<file path="config.mk">
export PLATFORM = sky130hd
export DESIGN_NAME = sm_dbg_dump
export DESIGN_NICKNAME = d
export VERILOG_FILES = /design/src/rtl/sm_dbg_dump.sv
export SDC_FILE = /design/constraint.sdc
export NUM_CORES = 1
export LEC_CHECK = 0
export BUFFER_PORTS_ARGS = -buffer_cell sky130_fd_sc_hd__buf_4
export CAP_MARGIN = 20
export CORE_MARGIN = 2
export CORE_UTILIZATION = 44
export DETAILED_ROUTE_END_ITERATION = 10
export GPL_TIMING_DRIVEN = 0
export PLACE_DENSITY_LB_ADDON = 0.12
export SLEW_MARGIN = 20
export SYNTH_ARGS = -nofsm -noshare
export SYNTH_HDL_FRONTEND = slang
export SYNTH_SLANG_ARGS = --single-unit
</file>
<file path="constraint.sdc">
create_clock -name clk -period 2.2 [get_ports clk]
set_clock_uncertainty 0.1 [all_clocks]
set_input_delay 0.33 -clock clk [delete_from_list [all_inputs] [get_ports clk]]
set_output_delay 0.33 -clock clk [all_outputs]
set_load 0.01 [all_outputs]
</file>
<file path="src/rtl/sm_dbg_dump.sv">
// rtl/sm_dbg_dump.sv - streams CPU debug-port registers then data-RAM words out a valid/ready port
// Optional build macro SM_DBG_DUMP_HDR_EN prepends a {16'hD0D0, RAM_CNT, REG_CNT} header word.
module sm_dbg_dump #(
  parameter int REG_CNT = 32,
  parameter int RAM_CNT = 16
) (
  input  logic        clk,
  input  logic        rst,
  input  logic        start,
  output logic [4:0]  regAddr,
  input  logic [31:0] regData,
  output logic [4:0]  ramAddr,
  input  logic [31:0] ramData,
  output logic        out_valid,
  input  logic        out_ready,
  output logic [31:0] out_data,
  output logic        out_last,
  output logic        busy,
  output logic        done
);

  localparam logic [2:0] IDLE    = 3'd0;
  localparam logic [2:0] REG_RD  = 3'd1;
  localparam logic [2:0] RAM_ADR = 3'd2;
  localparam logic [2:0] RAM_CAP = 3'd3;
  localparam logic [2:0] SEND    = 3'd4;
  localparam logic [2:0] FIN     = 3'd5;
`ifdef SM_DBG_DUMP_HDR_EN
  localparam logic [2:0] HDR     = 3'd6;
  localparam logic [1:0] PH_HDR  = 2'd2;
  localparam logic [31:0] HDR_WORD = {16'hD0D0, 8'(RAM_CNT), 8'(REG_CNT)};
`endif

  localparam logic [1:0] PH_REG = 2'd0;
  localparam logic [1:0] PH_RAM = 2'd1;

  // 6-bit limits so a count of 32 compares cleanly against index+1
  localparam logic [5:0] REG_LIM = 6'(REG_CNT);
  localparam logic [5:0] RAM_LIM = 6'(RAM_CNT);

  logic [2:0]  state;
  logic [1:0]  phase;
  logic [4:0]  idx;
  logic [31:0] dataQ;
  logic        lastQ;
  logic [5:0]  idxNext;
  logic        regLastWord;
  logic        ramLastWord;

  assign idxNext     = {1'b0, idx} + 6'd1;
  assign regLastWord = (idxNext == REG_LIM);
  assign ramLastWord = (idxNext == RAM_LIM);

  assign regAddr   = (state == REG_RD)  ? idx : 5'd0;
  assign ramAddr   = (state == RAM_ADR) ? idx : 5'd0;
  assign out_valid = (state == SEND);
  assign out_data  = dataQ;
  assign out_last  = lastQ & (state == SEND);
  assign busy      = (state != IDLE) && (state != FIN);
  assign done      = (state == FIN);

  always_ff @(posedge clk) begin
    if (rst) begin
      state <= IDLE;
      phase <= PH_REG;
      idx   <= 5'd0;
      dataQ <= 32'd0;
      lastQ <= 1'b0;
    end else begin
      case (state)
        IDLE: begin
          if (start) begin
            idx <= 5'd0;
`ifdef SM_DBG_DUMP_HDR_EN
            phase <= PH_HDR;
            state <= HDR;
`else
            phase <= PH_REG;
            state <= REG_RD;
`endif
          end
        end
`ifdef SM_DBG_DUMP_HDR_EN
        HDR: begin
          dataQ <= HDR_WORD;
          lastQ <= 1'b0;
          state <= SEND;
        end
`endif
        REG_RD: begin
          dataQ <= regData;
          lastQ <= (RAM_LIM == 6'd0) && regLastWord;
          state <= SEND;
        end
        RAM_ADR: begin
          state <= RAM_CAP;
        end
        RAM_CAP: begin
          // RAM read data arrives one cycle after the address was presented
          dataQ <= ramData;
          lastQ <= ramLastWord;
          state <= SEND;
        end
        SEND: begin
          if (out_ready) begin
            lastQ <= 1'b0;
            case (phase)
              PH_REG: begin
                if (!regLastWord) begin
                  idx   <= idxNext[4:0];
                  state <= REG_RD;
                end else if (RAM_LIM != 6'd0) begin
                  idx   <= 5'd0;
                  phase <= PH_RAM;
                  state <= RAM_ADR;
                end else begin
                  state <= FIN;
                end
              end
              PH_RAM: begin
                if (!ramLastWord) begin
                  idx   <= idxNext[4:0];
                  state <= RAM_ADR;
                end else begin
                  state <= FIN;
                end
              end
              default: begin
                // header word sent; register 0 follows
                phase <= PH_REG;
                state <= REG_RD;
              end
            endcase
          end
        end
        FIN: begin
          idx   <= 5'd0;
          state <= IDLE;
        end
        default: begin
          state <= IDLE;
        end
      endcase
    end
  end

endmodule

</file>
Word level (Yosys, flattened, before mapping):

Cells that the tools add are included.
W data, S select, Z words.

* register bits after elaboration: 43
* bits in read-only memories: 0
* memories kept: 0
* bits in latches: 0
* output and inout port bits: 46
* memory bits (writable): 0

* reduce and logical (&&, ||, !) cells: 13
* equality and inequality tests: 15
* magnitude comparators: 0
* add/sub/neg operators: 1
* muxes and demuxes: 22
* bitwise logic cells: 1
* multipliers: 0
* shift-type cells: 0
* div/mod/pow operators: 0

Operators by type and width (number)
* $pmux W32 S2: 1
* $mux W5: 6
* $pmux W5 S3: 1
* $pmux W3 S4: 1
* $pmux W5 S2: 1
* $reduce_and A5 Y1: 2
* $mux W3: 3
* $ne A3 B3 Y1 const B: 3
* $reduce_bool A3 Y1: 3
* $mux W2: 4
* $pmux W2 S2: 2
* $add A5 B1 Y6 const B: 1
* $eq A3 B2 Y1 const B: 2
* $eq A3 B3 Y1 const B: 2
* $eq A6 B5 Y1 const B: 1
* $eq A6 B6 Y1 const B: 1
* $pmux W3 S2: 1
* $ne A2 B2 Y1 const B: 2
* $reduce_and A2 Y1: 2
* $reduce_bool A2 Y1: 2
* $eq A3 B1 Y1 const B: 1
* $logic_not A3 Y1: 1
* $ne A3 B1 Y1 const B: 1
* $pmux W1 S3: 1
* other kinds (7): 7

Depth between registers and ports, before layout:

* depth after elaboration: 6
* depth in mapped cells: 8
* depth with buffers taken out: 7

Least setup slack after synthesis:

No wires, ideal clock.

* path kind: register to register
* start: reg idx[0]
* end: reg state[1]
* stages on the path, launching flop included: 7
* slack: 0.486 ns
* data arrival time: 1.535 ns
* required time: 2.021 ns
* path through: dfxtp_1 buf_2 and4b_1 a21oi_2 nor2_2 or4_4 a211oi_2

* longest elaborated chain between the ends: 6

Ends and longest elaborated chain
* start: declaration: line 43 `logic [4:0] idx;`
* start signal: assignment: line 110 `idx <= idxNext[4:0];`
* start signal: assignment: line 122 `idx <= idxNext[4:0];`
* $add A5 B1 Y6 (*): line 50 `assign idxNext = {1'b0, idx} + 6'd1;`
* $eq A6 B5 Y1 / $eq A6 B6 Y1 (equally long branches): line 52, 51
* $mux W3 / $mux W2 (equally long branches): line 121, 109
* $pmux W3 S2 (*): line 107 `case (phase)`
* $mux W3 (*): line 105 `if (out_ready) begin`
* $pmux W3 S4 (*): line 70 `case (state)`
* end signal: assignment: line 111 `state <= REG_RD;`
* end signal: assignment: line 123 `state <= RAM_ADR;`
* end signal: assignment: line 125 `state <= FIN;`
* end: declaration: line 41 `logic [2:0] state;`

Mark *: on every way between the ends. The rest lies on a longest branch, timed or not. The select of a mux whose other input is x is not followed.
A chain may end at the register's enable or synchronous reset.

Final worst setup path:

* start: reg state[0]
* end: out busy

* longest elaborated chain between the ends: 2

Ends and longest elaborated chain
* start signal: assignment: line 64 `state <= IDLE;`
* start signal: assignment: line 79 `state <= REG_RD;`
* start signal: assignment: line 93 `state <= SEND;`
* $ne A3 B3 Y1 / $reduce_bool A3 Y1 (equally long branches): line 59 `assign busy = (state != IDLE) && (state != FIN);`
* $logic_and A1 B1 Y1 (*): line 59
* end: declaration: line 18 `output logic busy,`

Mark *: on every way between the ends. The rest lies on a longest branch, timed or not.

==> metrics <==
run status completed; post-layout minimum cycle time approximately 2100 ps; Port Buffer Count 113; reg2reg start idx[1]$_SDFFE_PP0P_; Worst setup EP type primary output; crit share post-route between 90 and 100%; root buffer cell clkbuf_8; most frequent cells in the layout buf_4 (113), nor2_1 (43), dfxtp_1 (42); post-synthesis sequential area ratio between 40% and 50%; CTS sink cnt 42; Hold Buf Count CTS 0; CTS tree done; initial antenna violation count 0; num ports approximately 110; Clk network pwr share 29.3%; Syn Nets 304; worst endpoint required time roughly 1800 ps; footprint of the multi-input gates 0.00115 mm²; drc violations 0; Synth Area in XOR/XNOR 0%; area of the core 0.00463 mm²; first-pass GRT wire length 8780 µm; max cap viols 0; HP Start out_ready; max frequency 488 MHz; post-synthesis compound-gate area fraction 19.0%; synth warn 0; synthesized area per cell 8.85 µm²; Detail Route Antenna Nets 0; CTS clk-pin slew, worst paths 80 ps; Clk Latency, worst-skew pair 290 ps; Net Switching 0.000581 W; layout cell share with drive strength beyond 1 40.0%; vias ~2.1k; worst vdd ir 553 µV; #FFs+latches synth between 40 and 50; Initial Util 44.9%; setup TNS 0 ps; Simple-Gate Fraction of Synth Area 19.6%; setup violators final 0; die area between 0.005 and 0.006 mm²; vias in the first global route 1947; commonest non-fill, non-tap cell in the layout buf_4; GRT Util Overall 20.7%; Finished Core Util between 60 and 70%; # H-tree levels 2; Comb pwr share 27.2%; CP Launch Point state[0]$_SDFFE_PP0P_; crit path to busy; FF-to-FF End state[1]$_SDFFE_PP0P_; Worst Tran Pin Value between 500 and 600 ps; die height 72.7 µm; Final Hold Fails 0; Mapped Cells 235; area grow syn2layout 49.8%; DP HPWL between 4000 and 5000 µm; post-synthesis adder-cell area fraction 0.602%; share of power burned in registers 43.5%; CTS buffer count 5; largest family of logic cells by synthesized area simple AND/OR/NAND/NOR gates; Sw Ratio between 20% and 30%; global route total overflow 0; largest net degree at the start of global routing 14; nets@finish 423; Vias per Instance 5.21; CP max FO 10; DR iter-0 viols 148; sequential cell area 841 µm²; final wirelength 5450 µm; Slew Viols, Final 0; P per Cell Area 657 mW/mm²; Longest Clk Path Bufs 2; Int Pwr 0.00146 W; RSZ-0062 raised after global routing false; mux contribution to synthesized area 15.9%; Yosys cell types 38; startpoint types flip-flop; Crit Path Class flip-flop to primary output; Slew headroom between 60% and 70%; site row count 25; worst hold path type primary input to flip-flop; wire length per cell 13.3 µm; DR pass1 iterations 4; Synth Cell Area 0.00208 mm²; Critical Path AT 1620 ps; leak pwr 1.34 nW; Fill cells 419; R2R depth 5; die width approximately 73 µm; Reg2Reg Setup Slack 270 ps; ANT cells 0; GP Congestion 0.891; postcts setup bufs 0
==> power by group through the flow <==
| stage | Clock (W) | Combinational [W] | Sequential, W |
|---|---|---|---|
| 6_report | 0.000600 | 0.000557 | 0.000889 |
| 5_1_grt | 0.000645 | 0.000615 | 0.000902 |
| 4_1_cts | 0.000616 | 0.000562 | 0.000890 |
| 3_5_place_dp | 0 | 0.000558 | 0.000907 |
| 3_3_place_gp | 0 | 0.000548 | 0.000905 |
| 2_1_floorplan | 0 | 0.000236 | 0.000942 |
==> final cells by class <==
cell class / instances / area share [%]
clock buffer: 5 / 2.21
multi-input combinational: 170 / 36.8
inverter: 3 / 0.362
buffer: 19 / 2.93
clock inverter: 3 / 1.29
tap: 54 / 2.17
timing repair buffer: 113 / 27.2
sequential: 42 / 27.0
==> synthesized netlist by cell type, drive strengths merged <==
library cell	count	area, µm²
nor4	1	6.26
a211oi	33	253
buf	10	46.3
nor2b	2	12.5
o31a	1	8.76
inv	3	11.3
mux2i	33	330
o21a	1	7.51
clkbuf	10	37.5
o21ai	8	43.8
or3	1	6.26
dfxtp	42	841
nand4b	2	17.5
and2	7	45.1
nor2	44	168
nand4	1	6.26
nand2b	2	12.5
a31o	2	17.5
or2	1	6.26
a21oi	7	42.5
or4	3	26.3
or3b	1	8.76
ha	1	12.5
nand2	5	18.8
nand3	3	15.0
and3	6	38.8
a31oi	2	12.5
nor4b	1	8.76
a2111oi	1	8.76
and4b	1	10.0
==> metrics by stage <==
stage	total power [W]	area, µm²	hold slack, ps	setup slack (ps)	cells
after global routing	0.00216	3110	141	47.2	409
after floorplan	0.00118	2080	330	486	235
after detailed placement	0.00146	3000	391	154	402
final	0.00205	3110	132	149	409
after CTS	0.00207	3110	122	12.4	410
after global placement	0.00145	3000	387	221	402
==> metal layers <==
layer | wire length (µm) | vias to the layer above | global-route usage, % | share of wire, %
li1 | - | 1088 | - | -
met1 | 2340 | 968 | 26.5 | 43
met2 | 2690 | 71 | 34.7 | 49
met3 | 384 | 4 | 6.08 | 7.0
met4 | 40 | 0 | 4.32 | 0.73
met5 | 0 | - | 0 | 0
==> cell families after synthesis <==
logic type / count (synthesis)
buffers and inverters: 23
and+or+nand+nor: 81
AOI/OAI and AO/OA: 55
muxes: 33
adders and majority gates: 1
DFF: 42
==> worst max-delay path: stages (launching register included) <==
cell and delay, ps:
dfxtp_1 310, buf_2 160, nor2b_2 200, buf_6 150, or3_1 350, buf_4 150
==> sequential cells by signal, summed over array words and instances, names as in the netlist <==
name      count
idx           5
lastQ         1
state         3
out_data     32
phase         1
==> timing repair <==
item / 4_1_cts / 5_1_grt
resized for setup: 4 / 2
cloned: 0 / 0
setup endpoints to repair: 6 / 1
==> worst min path at each step <==
stage / end / slack (ps) / cells past startpoint
after floorplan: state[2]$_SDFFE_PP0P_ / 330 / 1
after global placement: out_data[0]$_SDFFE_PP0N_ / 390 / 2
after detailed placement: out_data[8]$_SDFFE_PP0N_ / 390 / 2
after CTS: state[2]$_SDFFE_PP0P_ / 120 / 2
after global routing: state[2]$_SDFFE_PP0P_ / 140 / 2
final: state[2]$_SDFFE_PP0P_ / 130 / 2
Note: power is estimated with default switching activity, not from simulation.
